<file path="config.mk">
export PLATFORM = sky130hd
export DESIGN_NAME = rv64g_reg_scoreboard
export DESIGN_NICKNAME = d
export VERILOG_FILES = /design/src/rtl/rv64g_reg_scoreboard.sv
export SDC_FILE = /design/constraint.sdc
export NUM_CORES = 1
export LEC_CHECK = 0
export CELL_PAD_IN_SITES_DETAIL_PLACEMENT = 1
export CELL_PAD_IN_SITES_GLOBAL_PLACEMENT = 2
export CORE_ASPECT_RATIO = 1.1
export CORE_MARGIN = 1.5
export CORE_UTILIZATION = 35
export DETAILED_ROUTE_END_ITERATION = 8
export PLACE_DENSITY = 0.83
export SLEW_MARGIN = 30
export SYNTH_ARGS = -nofsm -noshare
export SYNTH_HDL_FRONTEND = slang
export SYNTH_SLANG_ARGS = --single-unit
</file>
<file path="constraint.sdc">
create_clock -name clk_i -period 10.78 [get_ports clk_i]
set_input_delay 2.156 -clock clk_i [delete_from_list [all_inputs] [get_ports clk_i]]
set_output_delay 2.156 -clock clk_i [all_outputs]
set_load 0.01 [all_outputs]
</file>
<file path="src/rtl/rv64g_reg_scoreboard.sv">
// -----------------------------------------------------------------------------
// rv64g_reg_scoreboard
//
// Per-register write-lock scoreboard between decode and launch. Each
// architectural register (GPRs 0..31, FPRs at 32 + fN) has a saturating lock
// counter. This allows several in-flight writers to the same destination. A
// global counter bounds the total number of live locks to NUM_OUTSTANDING.
// Issue is gated combinationally on RAW hazards against source registers, on a
// full scoreboard, and on a saturated destination counter. Writeback releases
// one lock per cycle.
//
// Register x0 is never locked and never released.
//
// Optional feature (macro RV64G_REG_SCOREBOARD_BYPASS_EN):
//   When defined, a legal same-cycle release is forwarded into the issue check.
//   A source whose last lock is being released does not cause a hazard.
//   A full scoreboard with a legal release in the same cycle still accepts a
//   writer.
//
// Ports:
//   clk_i            clock, rising edge
//   rst_i            synchronous active-high reset
//   issue_valid_i    decoded instruction presented for issue
//   issue_ready_o    scoreboard accepts the instruction this cycle
//   issue_src_req_i  source-register bitmap of the presented instruction
//   issue_rd_we_i    presented instruction writes rd
//   issue_rd_i       destination register index
//   wb_valid_i       writeback completes; release one lock on wb_rd_i
//   wb_rd_i          released register index
//   locked_o         bit r set while register r has a live lock
//   outstanding_o    total live locks
//   err_o            sticky: release of a register with no live lock
// -----------------------------------------------------------------------------
module rv64g_reg_scoreboard #(
  parameter int NUM_REGS        = 64,
  parameter int NUM_OUTSTANDING = 7,
  parameter int CNT_W           = $clog2(NUM_OUTSTANDING + 1),
  // Derived index width; not intended to be overridden.
  parameter int IDX_W           = $clog2(NUM_REGS)
) (
  input  logic                clk_i,
  input  logic                rst_i,
  input  logic                issue_valid_i,
  output logic                issue_ready_o,
  input  logic [NUM_REGS-1:0] issue_src_req_i,
  input  logic                issue_rd_we_i,
  input  logic [IDX_W-1:0]    issue_rd_i,
  input  logic                wb_valid_i,
  input  logic [IDX_W-1:0]    wb_rd_i,
  output logic [NUM_REGS-1:0] locked_o,
  output logic [CNT_W-1:0]    outstanding_o,
  output logic                err_o
);

  localparam logic [CNT_W-1:0] MAX_CNT = CNT_W'(NUM_OUTSTANDING);
  localparam logic [CNT_W-1:0] ONE_CNT = CNT_W'(1);

  logic [CNT_W-1:0]    cnt [NUM_REGS];
  logic [CNT_W-1:0]    total;
  logic                err;

  logic [NUM_REGS-1:0] locked_eff;
  logic [NUM_REGS-1:0] src_mask;
  logic                lock_cand;
  logic                rel_legal;
  logic                rel_bad;
  logic                hazard;
  logic                full;
  logic                sat;
  logic                ready;
  logic                do_lock;

  // Issue check (combinational, independent of issue_valid_i)
  always_comb begin
    for (int r = 0; r < NUM_REGS; r++) begin
      locked_o[r] = (cnt[r] != '0);
    end

    lock_cand = issue_rd_we_i & (issue_rd_i != '0);
    rel_legal = wb_valid_i & (wb_rd_i != '0) & (cnt[wb_rd_i] != '0);
    rel_bad   = wb_valid_i & (wb_rd_i != '0) & (cnt[wb_rd_i] == '0);

`ifdef RV64G_REG_SCOREBOARD_BYPASS_EN
    // A lock whose final count is retiring this cycle no longer blocks readers.
    for (int r = 0; r < NUM_REGS; r++) begin
      locked_eff[r] = locked_o[r] &
                      ~(wb_valid_i & (wb_rd_i == IDX_W'(r)) & (cnt[r] == ONE_CNT));
    end
    full = lock_cand & (total == MAX_CNT) & ~rel_legal;
`else
    locked_eff = locked_o;
    full       = lock_cand & (total == MAX_CNT);
`endif

    // x0 is hardwired zero and can never be a RAW hazard.
    src_mask    = issue_src_req_i;
    src_mask[0] = 1'b0;
    hazard      = |(src_mask & locked_eff);
    sat         = lock_cand & (cnt[issue_rd_i] == MAX_CNT);
    ready       = ~hazard & ~full & ~sat;
    do_lock     = issue_valid_i & ready & lock_cand;
  end

  // Lock-counter update: lock and release on the same register cancel out.
  always_ff @(posedge clk_i) begin
    if (rst_i) begin
      for (int r = 0; r < NUM_REGS; r++) begin
        cnt[r] <= '0;
      end
      total <= '0;
      err   <= 1'b0;
    end else begin
      for (int r = 0; r < NUM_REGS; r++) begin
        unique case ({do_lock & (issue_rd_i == IDX_W'(r)),
                      rel_legal & (wb_rd_i == IDX_W'(r))})
          2'b10:   cnt[r] <= cnt[r] + ONE_CNT;
          2'b01:   cnt[r] <= cnt[r] - ONE_CNT;
          default: cnt[r] <= cnt[r];
        endcase
      end
      if (do_lock & ~rel_legal) begin
        total <= total + ONE_CNT;
      end else if (rel_legal & ~do_lock) begin
        total <= total - ONE_CNT;
      end
      if (rel_bad) begin
        err <= 1'b1;
      end
    end
  end

  assign issue_ready_o = ready;
  assign outstanding_o = total;
  assign err_o         = err;

endmodule

</file>
# After elaboration in Yosys (flattened, before gate mapping)

Memories as Yosys holds them, arrays and structs flattened.
Index checks and enable logic that the tools add are counted.

Memories kept: 1
Bits in writable memories: 192
Word-level logic and storage cells: 1,635
Register bits: 4
Output and inout bits: 69
Bits in read-only memories: 0
Latch bits: 0

Muxes and demuxes: 772
Eq/ne operators: 256
Order comparisons: 0
$mul: 0
Div/mod/pow operators: 0
Bitwise gates (word level): 338
$add $sub $neg: 130
Reduce and logical (&&, ||, !) cells: 136
Shifts and indexed selects: 0

Memories:

| name | depth | width | read ports | clocked after Yosys merged registers in | wr ports | RTL line | text |
|---|---|---|---|---|---|---|---|
| cnt  | 64    | 3     | 66         | 0                                       | 64       | 58       | `logic [CNT_W-1:0] cnt [NUM_REGS];` |

Operator list:

| kind                                                                  | number |
|---|---|
| 3-bit 2-to-1 mux                                                      | 194 |
| 1-bit 2-to-1 mux                                                      | 578 |
| 6-bit equality test, second input constant                            | 64 |
| 3-bit by 1-bit adder with 3-bit output, second input constant         | 65 |
| 3-bit nonzero test                                                    | 65 |
| 3-bit by 1-bit subtractor with 3-bit output, second input constant    | 65 |
| 6-bit by 5-bit equality test with 1-bit output, second input constant | 32 |
| 1-bit bitwise OR                                                      | 192 |
| 1-bit AND                                                             | 140 |
| 2-bit by 1-bit equality test with 1-bit output, second input constant | 64 |
| 2-bit equality test, second input constant                            | 64 |
| 2-bit OR reduction                                                    | 64 |
| 6-bit by 4-bit equality test with 1-bit output, second input constant | 16 |
| 64-bit AND                                                            | 1 |
| 64-bit OR reduction                                                   | 1 |
| 6-bit by 3-bit equality test with 1-bit output, second input constant | 8 |
| 6-bit by 2-bit equality test with 1-bit output, second input constant | 4 |
| 6-bit by 1-bit equality test with 1-bit output, second input constant | 2 |
| 6-bit logical NOT                                                     | 2 |
| 6-bit nonzero test                                                    | 2 |
| 3-bit equality test, second input constant                            | 2 |
| 1-bit inverter                                                        | 5 |
| 3-bit logical NOT                                                     | 1 |
| 2-bit nonzero test                                                    | 1 |

# Depth between registers and ports, before layout

An unclocked memory read counts as a cell.

Word-level depth: 17
Mapped depth: 17
Depth with buffers taken out: 15

# Worst setup path before layout

No wires, ideal clock.

Path kind: input to output
From: input port issue_rd_i[1]
To: output port issue_ready_o
Stages on the path: 9
Slack: 4.500 ns
Buffers on the path: 3
Data arrival time: 4.124 ns
Cells stage by stage: buf_4 buf_4 buf_2 mux4_2 a22oi_1 a21oi_1 nor4_2 o31ai_1 a21boi_0

Longest elaborated chain between the ends: 6

Ends and longest elaborated chain:

| what                                                                      | RTL line | text |
|---|---|---|
| start, declared                                                           | 47       | `input logic [IDX_W-1:0] issue_rd_i,` |
| parallel branches: the longest is 5 deep, another holds memory 64 x 3 bit | -        |  |
| 1-bit AND *                                                               | 100      | `ready = ~hazard & ~full & ~sat;` |
| end, declared                                                             | 44       | `output logic issue_ready_o,` |

Every way passes the cells marked *.

# Worst setup path after layout

Ends and elaborated chain as after synthesis.

==> results.json <==
{
  "status": "completed",
  "cp.required_ns": 8.62,
  "seqPwrFrac_pct": 45.3,
  "hpwl_mm": 51.2,
  "start_kind": "input pin",
  "gp_congestion": 0.944,
  "postCtsHoldBufs": 0,
  "finalHoldViolCount": 0,
  "async_flop_share_pct": 0,
  "hp-start": "err_o",
  "r2r_cells": 15,
  "critPathKind": "input pin to output pin",
  "port_buffers": 148,
  "synth.cells.most_frequent": "nor2_1 (277), edfxtp_1 (192), nor3_1 (175)",
  "pin_count": 150,
  "fmaxAchievable_ghz": 0.122,
  "first_global_vias": 15876,
  "cts_tree": "done",
  "endpoint_kind": "output pin",
  "worst_pin_slew_ns": 1.04,
  "core-area_um2": 51600,
  "seqCellArea_um2": 5850,
  "cts_setup_buffers": 0,
  "yosysMostFrequentCell": "nor2_1",
  "setup_tns_ns": 0,
  "synthCells": 1907,
  "min_path_type": "flop to flop",
  "grt_overflow": 0,
  "power.share.clock_pct": 29.8,
  "p_sw_share_pct": 33.4,
  "ys_ff_latch": 196,
  "antenna_found_initial": 3,
  "grt.total_usage_pct": 25.4,
  "slew_viol_final": 0,
  "r2r-start": "cnt[41][0]",
  "avgRoutedWirePerCell_um": 25.5,
  "ant_nets": 0,
  "firstDrtPassIters": 5,
  "area_growth_syn_to_layout_pct": 13.9,
  "grt_pass1_wl_mm": 102,
  "vias": 15450,
  "slew-limit-headroom_pct": 28.6,
  "h-tree-depth": 4,
  "pwr-share-comb_pct": 24.9,
  "period_share_pct": 76.0,
  "cp_max_fo": 37,
  "p_int_mw": 1.44,
  "crit_start": "issue_rd_i[1]",
  "power_density_nw_per_um2": 103,
  "clkTransAtPathRegs_ns": 0.08,
  "wirelength_mm": 67.9,
  "multiInputGateArea_um2": 11500,
  "min_path_cells": 2,
  "whs_ns": 0.514,
  "synth_top_cell_by_area": "edfxtp_1",
  "via_per_inst": 5.79,
  "peakVddDrop_uv": 69.6,
  "num_rows": 87,
  "synth_area_leaders": "edfxtp_1 (31%), ha_1 (9.0%), mux4_2 (7.4%)",
  "drive_gt1_share_pct": 9.90,
  "yosysTopAreaCellShare_pct": 31.4,
  "die_h_um": 243,
  "holdPathEnd": "err_o",
  "ys_warn_count": 0,
  "final_cell_area_um2": 20900,
  "dieArea_um2": 53900,
  "first_iter_violations": 1288,
  "die_w_um": 221,
  "p_sw_mw": 0.722,
  "seq_area_frac_synth_pct": 31.8,
  "synth_edf_count": 192,
  "yosysUniqueCellTypes": 57,
  "grt_max_degree": 160,
  "numCtsBuffers": 17,
  "cp.arrival_ns": 6.03,
  "cap_violations": 0,
  "drc_errors": 0,
  "clockBufferDepth": 2,
  "cts_resized": 0,
  "start_util_pct": 35.6,
  "finClkSkew_ns": 0.0131,
  "min_period_ns": 8.19,
  "clockRootBuffer": "clkbuf_16",
  "clkSinkCount": 196,
  "post-route-util_pct": 40.6,
  "setup_violations": 0,
  "synth_ff_type": "edfxtp_1",
  "grt_setup_unrepaired": "no",
  "synthesis.area_um2": 18400,
  "nNetsFinal": 2264,
  "leakage_nw": 6.89,
  "avgSynthCellArea_um2": 9.64,
  "timing.rr.end": "cnt[11][2]",
  "reg2reg_setup_slack_ns": 5.62,
  "place_area_um2": 20300,
  "clk-insertion-delay-late_ns": 0.49,
  "fillCellCount": 5879
}
stage by stage:
step | total power, mW | std cells | setup WS [ns]
after floorplan | 1.29 | 1909 | 4.50
after global placement | 1.50 | 2634 | 2.67
after detailed placement | 1.53 | 2634 | 2.73
after CTS | 2.17 | 2666 | 2.70
after global routing | 2.24 | 2667 | 2.46
final | 2.16 | 2668 | 2.59
power groups by stage:
stage               combinational [mW]  clock (mW)  sequential (mW)
CTS                              0.536       0.653            0.979
floorplan                        0.324           0            0.968
detailed placement               0.532           0            0.996
finish                           0.539       0.644            0.980
global route                     0.581       0.671            0.989
global placement                 0.513           0            0.990
per-layer routing:
metal  track usage [%]  routed length [um]  up-vias
li1                  -                   -     6922
met1              33.4               28400     7830
met2              40.9               31500      596
met3              5.32                5550      102
met4              10.2                2520        0
met5                 0                   0        -
placed cells by master (no fill, tap or decap), drive strengths merged, types with 8 or more instances in the layout:
cell and count:
a2111oi 14, a21oi 48, a22oi 25, buf 31, clkbuf 17, clkdlybuf4s50 144, edfxtp 192, fa 64
ha 132, inv 140, mux4 60, nand2 100, nand2b 71, nor2 277, nor2b 8, nor3 234
o21bai 64, o31a 45, or3 159, xnor2 60, xor2 35
sequential cells by signal, indices dropped and copies added, names as in the netlist:
signal and count:
cnt 192, err_o 1, outstanding_o 3
kinds of logic after synthesis:
kind of cell	after synthesis	share of synthesized area [%]
adders and majority gates	196	16.0
muxes	62	7.46
other	2	0.0409
DFF	196	31.8
buffers and inverters	250	5.97
AOI/OAI and AO/OA	222	9.01
xor gates and xnor gates	95	4.53
and+or+nand+nor	884	25.2
final cells by class:
type                    count  area share, %
well taps                 667           3.99
repair buffers            175           8.13
multi-input cells        1463           54.9
flip-flops and latches    196           27.9
clock buffers              17           2.03
clock inverters            15          0.598
diodes                      1         0.0120
inverters                 134           2.40
worst max-delay path by stage:
| stage | slack, ns | to | depth (start not counted) |
|---|---|---|---|
| floorplan | 4.50 | issue_ready_o | 9 |
| global placement | 2.67 | issue_ready_o | 9 |
| detailed placement | 2.73 | issue_ready_o | 9 |
| CTS | 2.70 | issue_ready_o | 9 |
| global route | 2.46 | issue_ready_o | 9 |
| finish | 2.59 | issue_ready_o | 9 |
worst max-delay path, stage by stage:
cell and delay, ns:
buf_2 0.43, buf_4 0.65, mux4_2 0.64, a22oi_1 0.16
a21oi_1 0.17, nor4_2 0.47, o31ai_1 0.14, a21boi_0 0.50
clkdlybuf4s50_1 0.66
No activity file was read; power rests on OpenSTA's default activity.
